## src/rtl/obc_dft_seq_ctrl.sv

```systemverilog
`default_nettype none
// ============================================================================
//  Module   : obc_dft_seq_ctrl
//  Purpose  : Bit-serial offset-binary-coded DFT bin sequencer. Loads 16
//             samples, streams one bit-slice per cycle to an external ROM
//             bank, accumulates the returned partial sums LSB first and
//             presents the bin value with a valid/ready handshake.
//  Options  : OBC_OFFSET_ADD_EN - when defined, one OFFSET cycle adds
//             rom_offset to the accumulator before the result is presented.
//  Revision : 1.0  initial release
// ============================================================================
module obc_dft_seq_ctrl #(
    parameter int DATA_W = 16,
    parameter int ACC_W  = 32
) (
    input  logic              clk,
    input  logic              rst_n,
    input  logic              in_valid,
    input  logic [DATA_W-1:0] in_data,
    output logic              in_ready,
    output logic [15:0]       x_bits,
    input  logic [ACC_W-1:0]  rom_sum,
    input  logic [ACC_W-1:0]  rom_offset,
    output logic              out_valid,
    input  logic              out_ready,
    output logic [ACC_W-1:0]  result,
    output logic              busy
);

    localparam int CNT_W = (DATA_W > 1) ? $clog2(DATA_W) : 1;
    localparam logic [CNT_W-1:0] C_LAST_BIT = CNT_W'(DATA_W - 1);

    typedef enum logic [1:0] {
        S_LOAD    = 2'd0,
        S_COMPUTE = 2'd1,
        S_OFFSET  = 2'd2,
        S_DONE    = 2'd3
    } state_t;

    state_t            state_q, state_d;
    logic [3:0]        load_cnt_q, load_cnt_d;
    logic [CNT_W-1:0]  bit_cnt_q, bit_cnt_d;
    logic [ACC_W-1:0]  acc_q, acc_d;
    logic              in_ready_q, in_ready_d;
    logic [DATA_W-1:0] smp_q [16];

    logic              w_load_fire;
    logic [ACC_W-1:0]  w_acc_shift;

    assign w_load_fire = in_valid && in_ready_q;
    // Arithmetic halving keeps the accumulator's sign as weights shrink
    assign w_acc_shift = $unsigned($signed(acc_q) >>> 1);

`ifndef OBC_OFFSET_ADD_EN
    // Offset constant has no consumer when the OFFSET state is compiled out
    logic w_unused_offset;
    assign w_unused_offset = ^rom_offset;
`endif

    // Next-state and datapath update for the load / compute / offset / done sequence
    always_comb begin
        state_d    = state_q;
        load_cnt_d = load_cnt_q;
        bit_cnt_d  = bit_cnt_q;
        acc_d      = acc_q;
        case (state_q)
            S_LOAD: begin
                if (w_load_fire) begin
                    load_cnt_d = load_cnt_q + 4'd1;
                    if (load_cnt_q == 4'd15) begin
                        state_d   = S_COMPUTE;
                        acc_d     = '0;
                        bit_cnt_d = '0;
                    end
                end
            end
            S_COMPUTE: begin
                if (bit_cnt_q == C_LAST_BIT) begin
                    // Sign-bit slice carries negative weight
                    acc_d     = w_acc_shift - rom_sum;
                    bit_cnt_d = '0;
`ifdef OBC_OFFSET_ADD_EN
                    state_d   = S_OFFSET;
`else
                    state_d   = S_DONE;
`endif
                end else begin
                    acc_d     = w_acc_shift + rom_sum;
                    bit_cnt_d = bit_cnt_q + 1'b1;
                end
            end
`ifdef OBC_OFFSET_ADD_EN
            S_OFFSET: begin
                acc_d   = acc_q + rom_offset;
                state_d = S_DONE;
            end
`endif
            S_DONE: begin
                if (out_ready) begin
                    state_d    = S_LOAD;
                    load_cnt_d = 4'd0;
                end
            end
            default: state_d = S_LOAD;
        endcase
        in_ready_d = (state_d == S_LOAD);
    end

    // State, counters, accumulator and sample store; reset discards any partial frame
    always_ff @(posedge clk or negedge rst_n) begin
        if (!rst_n) begin
            state_q    <= S_LOAD;
            load_cnt_q <= 4'd0;
            bit_cnt_q  <= '0;
            acc_q      <= '0;
            in_ready_q <= 1'b0;
            for (int k = 0; k < 16; k++) begin
                smp_q[k] <= '0;
            end
        end else begin
            state_q    <= state_d;
            load_cnt_q <= load_cnt_d;
            bit_cnt_q  <= bit_cnt_d;
            acc_q      <= acc_d;
            in_ready_q <= in_ready_d;
            if (w_load_fire) begin
                smp_q[load_cnt_q] <= in_data;
            end
        end
    end

    // Bit-slice of all samples for the current bit position, zero outside COMPUTE
    always_comb begin
        x_bits = '0;
        if (state_q == S_COMPUTE) begin
            for (int k = 0; k < 16; k++) begin
                x_bits[k] = smp_q[k][bit_cnt_q];
            end
        end
    end

    assign in_ready  = in_ready_q;
    assign out_valid = (state_q == S_DONE);
    assign result    = out_valid ? acc_q : '0;
    assign busy      = !((state_q == S_LOAD) && (load_cnt_q == 4'd0));

endmodule
`default_nettype wire

```

## config.mk

```make
export PLATFORM = sky130hd
export DESIGN_NAME = obc_dft_seq_ctrl
export DESIGN_NICKNAME = d
export VERILOG_FILES = /design/src/rtl/obc_dft_seq_ctrl.sv
export SDC_FILE = /design/constraint.sdc
export NUM_CORES = 1
export LEC_CHECK = 0
export CAP_MARGIN = 20
export CORE_MARGIN = 1.5
export CORE_UTILIZATION = 50
export DETAILED_ROUTE_END_ITERATION = 8
export GPL_TIMING_DRIVEN = 1
export PLACE_DENSITY = 0.74
export SYNTH_ARGS = -nofsm -noshare
export SYNTH_HDL_FRONTEND = slang
export SYNTH_SLANG_ARGS = --single-unit
```

## constraint.sdc

```tcl
create_clock -name clk -period 4 [get_ports clk]
set_input_delay 0.6 -clock clk [delete_from_list [all_inputs] [get_ports clk]]
set_output_delay 0.6 -clock clk [all_outputs]
set_load 0.02 [all_outputs]
```

After elaboration in Yosys (flattened, before gate mapping)
Index checks and enable logic that the tools add are counted.
- bits in registers: 299
- output and inout bits: 51
- word-level logic and storage cells: 100
- add/subtract/negate cells: 4
- order comparisons: 3
- equality and inequality tests: 7
- multiplexer cells: 53
- bitwise operators: 1
- reductions and logical operators: 11
- operators with widths (kind ; count):
    $bwmux W256 ; 1
    $mux W32 ; 4
    $bmux W1 S4 ; 16
    $demux W16 S4 ; 1
    $pmux W32 S2 ; 1
    $add A32 B32 Y32 ; 1
    $mux W16 ; 2
    $sub A32 B32 Y32 ; 1
    $mux W4 ; 5
    $mux W1 ; 16
    $pmux W4 S2 ; 2
    $add A4 B1 Y4 const B ; 2
    $eq A4 B4 Y1 const B ; 2
    $mux W2 ; 4
    $pmux W2 S3 ; 1
    $reduce_and A3 Y1 ; 2
    $ge A5 B5 Y1 const B ; 1
    $lt A4 B5 Y1 const B ; 1
    $lt A5 B1 Y1 const B ; 1
    $not A4 Y5 ; 1
    $logic_not A2 Y1 ; 2
    $logic_not A4 Y1 ; 1
    $ne A2 B2 Y1 const B ; 2
    $reduce_bool A2 Y1 ; 2
    5 further kinds ; 7

Logic depth before layout (Yosys ltp)
Gate-level depths: netlist (run 1).
- word-level depth: 6
- mapped depth: 19

Worst setup path after synthesis (run 1)
No wires, ideal clock.
- path kind: input to register
- from: input port rom_sum[4]
- to: register acc_q[29]
- setup time: 0.133 ns
- arrival time: 3.839 ns
- required time: 3.867 ns
- path slack: 0.027 ns
- stages: 19
- path through: or4_4 > nor4_4 > and2b_1 > nand3b_1 > nand2b_4 > nor3_4 > nor2_1 > xnor2_1 > ha_1 > clkbuf_1 > a21o_1 > a21o_1 > a21oi_1 > nand2_1 > nor2_1 > a2111oi_0 > a211oi_1 > xor2_1 > o21ai_0
- word-level cells in the longest chain between the ends: 3
- elaborated cells between the ends (all ways): 4
- classes of those cells: add/sub (2); mux (2)
- RTL lines (element ; line ; source):
    start, declared ; 22 ; input logic [ACC_W-1:0] rom_sum,
    $add A32 B32 Y32 / $sub A32 B32 Y32 (equally long branches) ; 88, 80 ;
    $mux W32 (*) ; 78 ; if (bit_cnt_q == C_LAST_BIT) begin
    $pmux W32 S2 (*) ; 66 ; case (state_q)
    end signal, assigned ; 115 ; acc_q <= '0;
    end signal, assigned ; 124 ; acc_q <= acc_d;
    end, declared ; 43 ; logic [ACC_W-1:0] acc_q, acc_d;
Every way passes the cells marked *; elsewhere a longest branch is shown, timed or not.
A chain may end at the register's enable or synchronous reset.

Worst setup path in the final report (run 1)
- from: register bit_cnt_q[1]
- to: output port x_bits[7]
- word-level cells in the longest chain between the ends: 3
- RTL lines (element ; line ; source):
    start, declared ; 42 ; logic [CNT_W-1:0] bit_cnt_q, bit_cnt_d;
    start signal, assigned ; 123 ; bit_cnt_q <= bit_cnt_d;
    $bmux W1 S4 ; 137 ; x_bits[k] = smp_q[k][bit_cnt_q];
    $mux W1 (not written as such) ; 137 ;
    $mux W16 ; 135 ; if (state_q == S_COMPUTE) begin
    end, declared ; 21 ; output logic [15:0] x_bits,
Every way passes these cells. The select of a mux whose other input is x is not followed.

==> flow_summary.toml, run 1 <==
[hold_path]
hold_class = "input pin to async pin"

[grt]
grt_util_all_layers = 0.2443
grt.overflow.total = 0
antenna_found_initial = 0
grt_pass1_wl_mm = 62.73
grt_max_degree = 101
first_global_vias = 11170

[yosys]
synth_area_leaders = "dfrtp_1, mux2_2, mux4_2"
seq_area_frac_synth = 0.4734
synth_cell_types = 61
ys_warn_count = 0
synth_top_area_frac = 0.4734
ys_seq_elements = 299
synthArstFlopShare = 1.000
synthesis.instances = 1222
synth_edf_count = 0
synth_flop_cell = "dfrtp_1"
post_synth.cell_area_avg_um2 = 12.93
netlist_area_um2 = 15810
yosysTopAreaCell = "dfrtp_1"
synth_nets = 1348

[cells_and_area]
final_area_um2 = 19220
final_nets = 1530
drive_gt1_frac = 0.3796
antenna_cells = 0
syn_to_final_growth_pct = 21.64
fillers = 2329

[clocking]
cts.path.max_buffers = 3
cts_buffers = 31
cts_tree = "yes"
clkSinkCount = 299
clkSlewWorstSetupHoldPaths_ps = 60
h-tree-depth = 1
cts_hold_buf = 0
ctsRootBufferMaster = "clkbuf_16"
clock_latency_ps = 590

[worst_setup_path]
crit_top_cell = "mux4_2"
cp_num_buf_inv = 2
cp_max_fo = 66
cp-end-kind = "output port"
cpPeakStageDelay_ps = 570
cp_slowest_cell = "buf_6"
cp.required_ps = 3400
crit_family = "buffers and inverters"
path_class = "flop to output port"
arrival_ps = 3250
crit_path_cell_trace = "buf_6 > mux4_2 > mux4_2 > and2_1 > clkdlybuf4s50_1"
critPathLaunchType = "flop"

[power]
power.density_nw_per_um2 = 731.8
power.leakage_nw = 8.808
vdd_drop_max_v = 0.0004154

[sta]
timing.hold.ws_ps = 41.90
worstMarginPinSlew_ps = 1199
hold_viol = 0
max_freq_ghz = 0.2599
fin_crit_ps = 3848
maxSlewViolCount = 0
period_share = 0.9620
slew_headroom = 0.1983
finalSetupViolCount = 0
skew_ps = 17.60
setup_tns_ps = 0

[floorplan]
die_h_um = 180.8
row_count = 64
die-area_um2 = 32690
io_pins = 135
start_util = 0.5127
die_w_um = 180.8
core_um2 = 30830

[detailed_routing]
routed_wl_mm = 39.25
dr.max_layer_used = "met4"
final_antenna_net_count = 0
route.detailed.drc = 0
drtIter0Drc = 674
vias = 10710
wl_met3_mm = 1.789
viasPerCell = 5.881
met1_length_mm = 16.98
first_pass_iters = 5
wl_per_cell_um = 21.55
wl_met2_mm = 19.42

[run]
cap_violations = 0

[placement]
numPortBuffers = 102
hpwl_mm = 24.39
gp_congestion = 0.8937
placed_area_um2 = 17990

[status]
status = "completed"
## report_power, final
| part | switching [mW] | internal (mW) | total (mW) |
|---|---|---|---|
| clock network | 1.21 | 1.87 | 3.07 |
| logic | 2.89 | 3.33 | 6.22 |
| registers | 0.657 | 4.12 | 4.77 |
| total | 4.75 | 9.32 | 14.1 |
## flip-flops by register name (all words and copies together) (netlist names)
register	count
acc_q	32
load_cnt_q	4
smp_q	256
bit_cnt_q	4
in_ready	1
state_q	2
## synthesized netlist by cell type (all sizes together), types with 2 or more instances
master	n
o31ai	11
a21o	18
o211ai	5
clkbuf	73
buf	7
dfrtp	299
mux4	80
nor3	10
ha	41
nand3	23
mux2	256
o21ai	53
o41ai	4
or3	5
and2b	2
nand2b	10
a22o	6
inv	17
or2	2
mux2i	2
o21a	3
xor2	30
nand4	2
a211oi	2
a21oi	44
nor4	5
a32o	2
a31oi	6
xnor2	26
and3	4
or4	3
nand2	56
nor2b	7
and2	48
nor2	48
## kinds of logic (layout without fill, tap and decap cells)
kind of cell	Yosys count	after routing	share of synthesized area
AOI/OAI and AO/OA	162	162	0.06515
xor gates and xnor gates	56	56	0.03103
adders and majority gates	42	42	0.03372
buffers and inverters	97	300	0.02335
DFF	299	299	0.4734
muxes	338	338	0.2977
and+or+nand+nor	228	228	0.07568
## path summary, 6_finish.rpt
check	start	to	slack, ps	cells after the start
max	bit_cnt_q[1]$_DFFE_PN0P_	x_bits[7]	150	5
min	rst_n	acc_q[8]$_DFFE_PN0P_	40	1
max reg2reg	bit_cnt_q[0]$_DFFE_PN0P_	acc_q[26]$_DFFE_PN0P_	360	14
min reg2reg	acc_q[0]$_DFFE_PN0P_	acc_q[0]$_DFFE_PN0P_	490	2
max in group asynchronous	rst_n	acc_q[29]$_DFFE_PN0P_	2970	2
min in group clk	acc_q[0]$_DFFE_PN0P_	acc_q[0]$_DFFE_PN0P_	490	2
## routing by layer
layer,GRT usage,vias up
li1,-,4835
met1,0.3308,5516
met2,0.4136,287
met3,0.03306,72
met4,0.06924,0
met5,0,-
## layout by cell type (no fill, tap or decap), drive strengths merged, types with 3 or more instances in the layout
cell,n
nand3,23
and2,48
a21o,18
xor2,30
xnor2,26
clkbuf,49
mux4,80
a22o,6
nor2,48
bufinv,3
nor3,10
nor2b,7
o31ai,11
o21ai,53
o41ai,4
o21a,3
a21oi,44
mux2,256
dlymetal6s2s,4
buf,127
ha,41
nand2,56
inv,18
dfrtp,299
or3,5
nand2b,10
nor4,5
clkdlybuf4s50,97
or4,3
a31oi,6
o211ai,5
and3,4
## worst register-to-register path, delay by kind of cell (launching register included)
family / cells / cell delay, ps
AOI/OAI and AO/OA: 7 / 1200
xor gates and xnor gates: 1 / 160
adders and majority gates: 2 / 590
buffers and inverters: 1 / 150
DFF: 1 / 530
and+or+nand+nor: 3 / 930
## through the flow
| stage | cells | util | setup WS [ps] | total power [mW] |
|---|---|---|---|---|
| after CTS | 1817 | 0.6200 | 18.72 | 14.03 |
| after global routing | 1821 | 0.6236 | -9.877 | 14.93 |
| after global placement | 1763 | 0.5836 | -533.6 | 10.69 |
| final | 1821 | 0.6236 | 152.0 | 14.07 |
| after floorplan | 1222 | - | 27.26 | 8.814 |
| after detailed placement | 1763 | 0.5836 | -585.6 | 10.89 |
## what timing repair did
item / CTS / global route
setup endpoints to repair: 9 / 18
buffers inserted: 0 / 2
pin swaps: 0 / 15
gates cloned: 0 / 1
gates resized for setup: 3 / 17
## layout make-up
type	count	area, um2	share of cell area
Sequential cell	299	7487	0.3895
Clock inverter	6	125.1	0.006508
Inverter	17	63.81	0.003319
Timing Repair Buffer	229	2076	0.1080
Tap cell	396	495.5	0.02577
Multi-Input combinational cell	826	7998	0.4160
Clock buffer	48	979.7	0.05096
(Power assumes the default switching activity.)
==> run 2, diff against run 1 <==
--- a/config.mk
+++ b/config.mk
@@ -10,7 +10,7 @@
 export CORE_UTILIZATION = 50
 export DETAILED_ROUTE_END_ITERATION = 8
 export GPL_TIMING_DRIVEN = 1
-export PLACE_DENSITY = 0.74
+export PLACE_DENSITY = 0.71
 export SYNTH_ARGS = -nofsm -noshare
 export SYNTH_HDL_FRONTEND = slang
 export SYNTH_SLANG_ARGS = --single-unit
==> constraint.sdc (replaced) <==
create_clock -name clk -period 3.8 [get_ports clk]
set_input_delay 0.57 -clock clk [delete_from_list [all_inputs] [get_ports clk]]
set_output_delay 0.57 -clock clk [all_outputs]
set_load 0.02 [all_outputs]
==> flow_summary.toml, run 2 (synthesis gave the netlist of run 1 again) <==
[status]
status = "completed"

[power]
internal-power_mw = 9.718
swShare = 0.3402
power.density_nw_per_um2 = 764.0
seq_power_share = 0.342
power_switching_mw = 5.011
vdd_drop_max_v = 0.0005641
clkPwrFrac = 0.208
power.leakage_nw = 8.898
design_power_total_mw = 14.73
p_comb_frac = 0.450

[cells_and_area]
syn_to_final_growth_pct = 21.98
drive_gt1_frac = 0.3879
fin_util = 0.6254
fillers = 2345
regMostFlops = "smp_q"
top_regs = "smp_q x256, acc_q x32"
mostFrequentLayoutCells = "dfrtp_1, mux2_2, buf_4, clkdlybuf4s50_1, mux4_2"
largest_reg_flops = 256
mostFrequentLayoutCell = "dfrtp_1"
final_area_um2 = 19280
final_nets = 1539

[sta]
period_share = 0.9730
skew_ps = 6.494
slew_headroom = 0.2156
finalWorstSetupSlack_ps = 102.5
hold_viol = 0
finalSetupViolCount = 0
timing.hold.ws_ps = 478.4
max_freq_ghz = 0.2705
fin_crit_ps = 3698
worstMarginPinSlew_ps = 1173
maxSlewViolCount = 0

[detailed_routing]
met1_length_mm = 17.41
first_pass_iters = 5
dr.max_layer_used = "met4"
wl_per_cell_um = 21.71
routed_wl_mm = 39.80
vias = 10790
wl_met3_mm = 1.775
final_antenna_net_count = 0
wl_met2_mm = 19.76
drtIter0Drc = 664
route.detailed.drc = 0
viasPerCell = 5.888

[grt]
grt_max_degree = 110
grt_pass1_wl_mm = 63.65
grt_util_all_layers = 0.2479
first_global_vias = 11350
antenna_found_initial = 0
grt.overflow.total = 0

[worst_setup_path]
arrival_ps = 3130
cp.required_ps = 3230
timing.rr.end = "acc_q[26]$_DFFE_PN0P_"
cp-end-kind = "output port"
crit_path_start = "bit_cnt_q[0]$_DFFE_PN0P_"
r2r-start = "bit_cnt_q[0]$_DFFE_PN0P_"
worstRegToRegCells = 15
critPathLaunchType = "flop"
r2r_setup_slack_ps = 130
path_class = "flop to output port"
cp_max_fo = 34

[clocking]
clkSlewWorstSetupHoldPaths_ps = 60
clock_latency_ps = 560
cts.path.max_buffers = 3
cts_tree = "yes"
cts_buffers = 31
h-tree-depth = 1
ctsRootBufferMaster = "clkbuf_16"
clkSinkCount = 299

[placement]
pre_cts_ws_ps = -661.9
hpwl_mm = 24.56
gp_congestion = 0.8917
placed_area_um2 = 18050
numPortBuffers = 102

[hold_path]
whs_endpoint = "acc_q[0]$_DFFE_PN0P_"
worstHoldStart = "acc_q[0]$_DFFE_PN0P_"
holdPathStages = 2
hold_class = "flop to flop"

[run]
cap_violations = 0

[floorplan]
die-area_um2 = 32690
die_h_um = 180.8
core_um2 = 30830
die_w_um = 180.8
row_count = 64
io_pins = 135
start_util = 0.5127
==> run 2: cell count changes in the layout (fill, tap and decap cells not counted), sizes merged, moves of 2 or more <==
cell,before,now
buf,127,135
clkdlybuf4s15,0,3
clkdlybuf4s50,97,91
clkinv,0,4
clkinvlp,2,0
dlymetal6s2s,4,6
==> run 2: cell type report <==
type                       instances  area [um2]  area share
inverter                          17       63.81    0.003310
sequential                       299        7487      0.3883
multi-input combinational        826        8050      0.4175
tap                              396       495.5     0.02570
antenna                            1       2.502   0.0001298
clock inverter                     7       92.59    0.004802
timing repair buffer             238        2135      0.1107
clock buffer                      49       953.4     0.04945
==> run 2: through the flow <==
step | cells | TNS [ps]
2_1_floorplan | 1222 | -65.97
3_3_place_gp | 1770 | -9023
3_5_place_dp | 1770 | -9689
4_1_cts | 1830 | -7.154
5_1_grt | 1832 | -78.80
6_report | 1833 | 0
==> run 2: metal layers <==
metal  track usage  up-vias
met5             0        -
met4       0.05916        0
met3       0.03185       60
met2        0.4276      291
met1        0.3344     5584
li1              -     4858
==> run 2: how the worst max path moves through the flow <==
stage,end,cells past startpoint
after floorplan,acc_q[29]$_DFFE_PN0P_,19
after CTS,acc_q[27]$_DFFE_PN0P_,17
after global routing,acc_q[31]$_DFFE_PN0P_,21
final,x_bits[6],5
after detailed placement,acc_q[29]$_DFFE_PN0P_,17
after global placement,acc_q[27]$_DFFE_PN0P_,17
==> run 2: power groups by stage <==
stage,logic [mW],registers [mW],clock network [mW]
after CTS,6.59,5.02,3.13
after detailed placement,6.47,5.05,0
after global routing,7.21,5.17,3.28
after global placement,6.35,4.98,0
after floorplan,4.51,4.78,0
final,6.62,5.03,3.07
==> run 2: timing repair <==
| item | CTS | global route |
|---|---|---|
| pin swaps | 13 | 15 |
| cloned | 1 | 0 |
| hold buffers | 1 | 0 |
| buffers inserted | 2 | 2 |
| hold endpoints to repair | 53 | 0 |
| resized for setup | 15 | 24 |
| setup endpoints to repair | 25 | 21 |
==> run 2: critical path, stage by stage (launching register included) <==
cell	delay, ps
dfrtp_4	500
buf_16	290
mux4_2	550
mux4_2	490
and2_1	180
clkdlybuf4s50_1	530
==> run 3, diff against run 2 <==
==> constraint.sdc (replaced) <==
create_clock -name clk -period 4.21 [get_ports clk]
set_input_delay 0.6315 -clock clk [delete_from_list [all_inputs] [get_ports clk]]
set_output_delay 0.6315 -clock clk [all_outputs]
set_load 0.1 [all_outputs]
==> flow_summary.toml, run 3 (synthesis gave the netlist of run 1 again) <==
[sta]
rsz0062_at_grt = "no"
finalSetupViolCount = 0
hold_viol = 0
maxSlewViolCount = 0
worstMarginPinSlew_ps = 1128
slew_headroom = 0.2457
period_share = 0.9252
max_freq_ghz = 0.2567
setup_tns_ps = 0
finalWorstSetupSlack_ps = 314.9
skew_ps = 21.18
fin_crit_ps = 3895
timing.hold.ws_ps = 229.8

[detailed_routing]
vias = 10710
route.detailed.drc = 0
final_antenna_net_count = 0
viasPerCell = 5.906
met1_length_mm = 17.24
wl_per_cell_um = 21.61
dr.max_layer_used = "met4"
wl_met3_mm = 1.714
routed_wl_mm = 39.18
wl_met2_mm = 19.26
first_pass_iters = 6
drtIter0Drc = 781

[grt]
first_global_vias = 11190
antenna_found_initial = 0
grt.overflow.total = 0
grt_util_all_layers = 0.2465
grt_pass1_wl_mm = 62.71
grt_max_degree = 122

[floorplan]
die_h_um = 180.8
core_um2 = 30830
row_count = 64
start_util = 0.5127
die_w_um = 180.8
io_pins = 135
die-area_um2 = 32690

[clocking]
clkSlewWorstSetupHoldPaths_ps = 60
cts.path.max_buffers = 3
cts_buffers = 34
ctsRootBufferMaster = "clkbuf_16"
clkSinkCount = 299
cts_tree = "yes"
h-tree-depth = 2
clock_latency_ps = 530

[cells_and_area]
mostFrequentLayoutCell = "dfrtp_1"
regMostFlops = "smp_q"
fillers = 2382
final_nets = 1520
syn_to_final_growth_pct = 20.65
drive_gt1_frac = 0.4086
largest_reg_flops = 256
antenna_cells = 0
mostFrequentLayoutCells = "dfrtp_1, mux2_2, buf_4, mux4_2, nand2_1"
layout.cells.non_filler = 1813
top_regs = "smp_q x256, acc_q x32"

[worst_setup_path]
arrival_ps = 4300
cp_max_fo = 5
critPathLaunchType = "input pin"
cp-end-kind = "flop"
path_class = "input pin to flop"
cp.required_ps = 4620

[run]
cap_violations = 0

[power]
power.leakage_nw = 8.874
power.density_nw_per_um2 = 739.9
vdd_drop_max_v = 0.0008834
design_power_total_mw = 14.11

[placement]
dp_cells = 1751
pre_cts_ws_ps = -397.6
numPortBuffers = 102
hpwl_mm = 23.98
gp_congestion = 0.8747

[status]
status = "completed"

[hold_path]
hold_class = "input pin to async pin"
[run 3: timing repair]
action,in CTS,in global routing
endpoints found under the hold margin,0,0
hold buffers,0,0
endpoints found under the setup margin,0,5
setup buffers,0,2
resized for setup,0,13
[run 3: path summary, 6_finish.rpt]
check	from	endpoint	slack [ps]	depth (start not counted)
max in group asynchronous	rst_n	smp_q[136]$_DFFE_PN0P_	3060	2
hold / removal	rst_n	acc_q[7]$_DFFE_PN0P_	230	1
setup reg to reg	bit_cnt_q[0]$_DFFE_PN0P_	acc_q[26]$_DFFE_PN0P_	400	15
hold reg to reg	smp_q[146]$_DFFE_PN0P_	smp_q[146]$_DFFE_PN0P_	500	1
min in group clk	smp_q[146]$_DFFE_PN0P_	smp_q[146]$_DFFE_PN0P_	500	1
setup / recovery	rom_sum[3]	acc_q[26]$_DFFE_PN0P_	310	17
[run 3: per-layer routing]
layer,up-vias,global-route usage
met5,-,0
met4,0,0.07092
met3,69,0.04092
met2,267,0.4176
met1,5551,0.3280
li1,4821,-
[run 3: power breakdown]
| group | switching (mW) | internal (mW) |
|---|---|---|
| clock | 1.21 | 1.91 |
| combinational | 3.43 | 3.04 |
| sequential | 0.600 | 3.91 |
| total | 5.24 | 8.87 |
[run 3: cell type report]
| class | count | area [um2] | area share |
|---|---|---|---|
| flip-flops and latches | 299 | 7487 | 0.3927 |
| clock inverters | 15 | 235.2 | 0.01234 |
| multi-input cells | 826 | 7991 | 0.4191 |
| repair buffers | 216 | 1847 | 0.09685 |
| inverters | 17 | 63.81 | 0.003346 |
| clock buffers | 44 | 948.4 | 0.04974 |
| well taps | 396 | 495.5 | 0.02598 |
[run 3: metrics by stage]
step,util,area (um2)
floorplan,-,15810
global placement,0.5771,17790
detailed placement,0.5771,17790
CTS,0.6155,18970
global route,0.6185,19070
finish,0.6185,19070
[run 3: worst max-delay path: stages]
cell	delay [ps]
dlymetal6s2s_1	130
or4_4	560
nor4_4	240
and2b_1	190
buf_4	130
and3b_4	240
a21oi_1	90
xnor2_1	170
ha_1	270
a21oi_1	190
nand2_1	90
or3_4	430
and3_1	230
o211ai_1	220
a21oi_1	130
o21a_1	190
o31ai_1	180
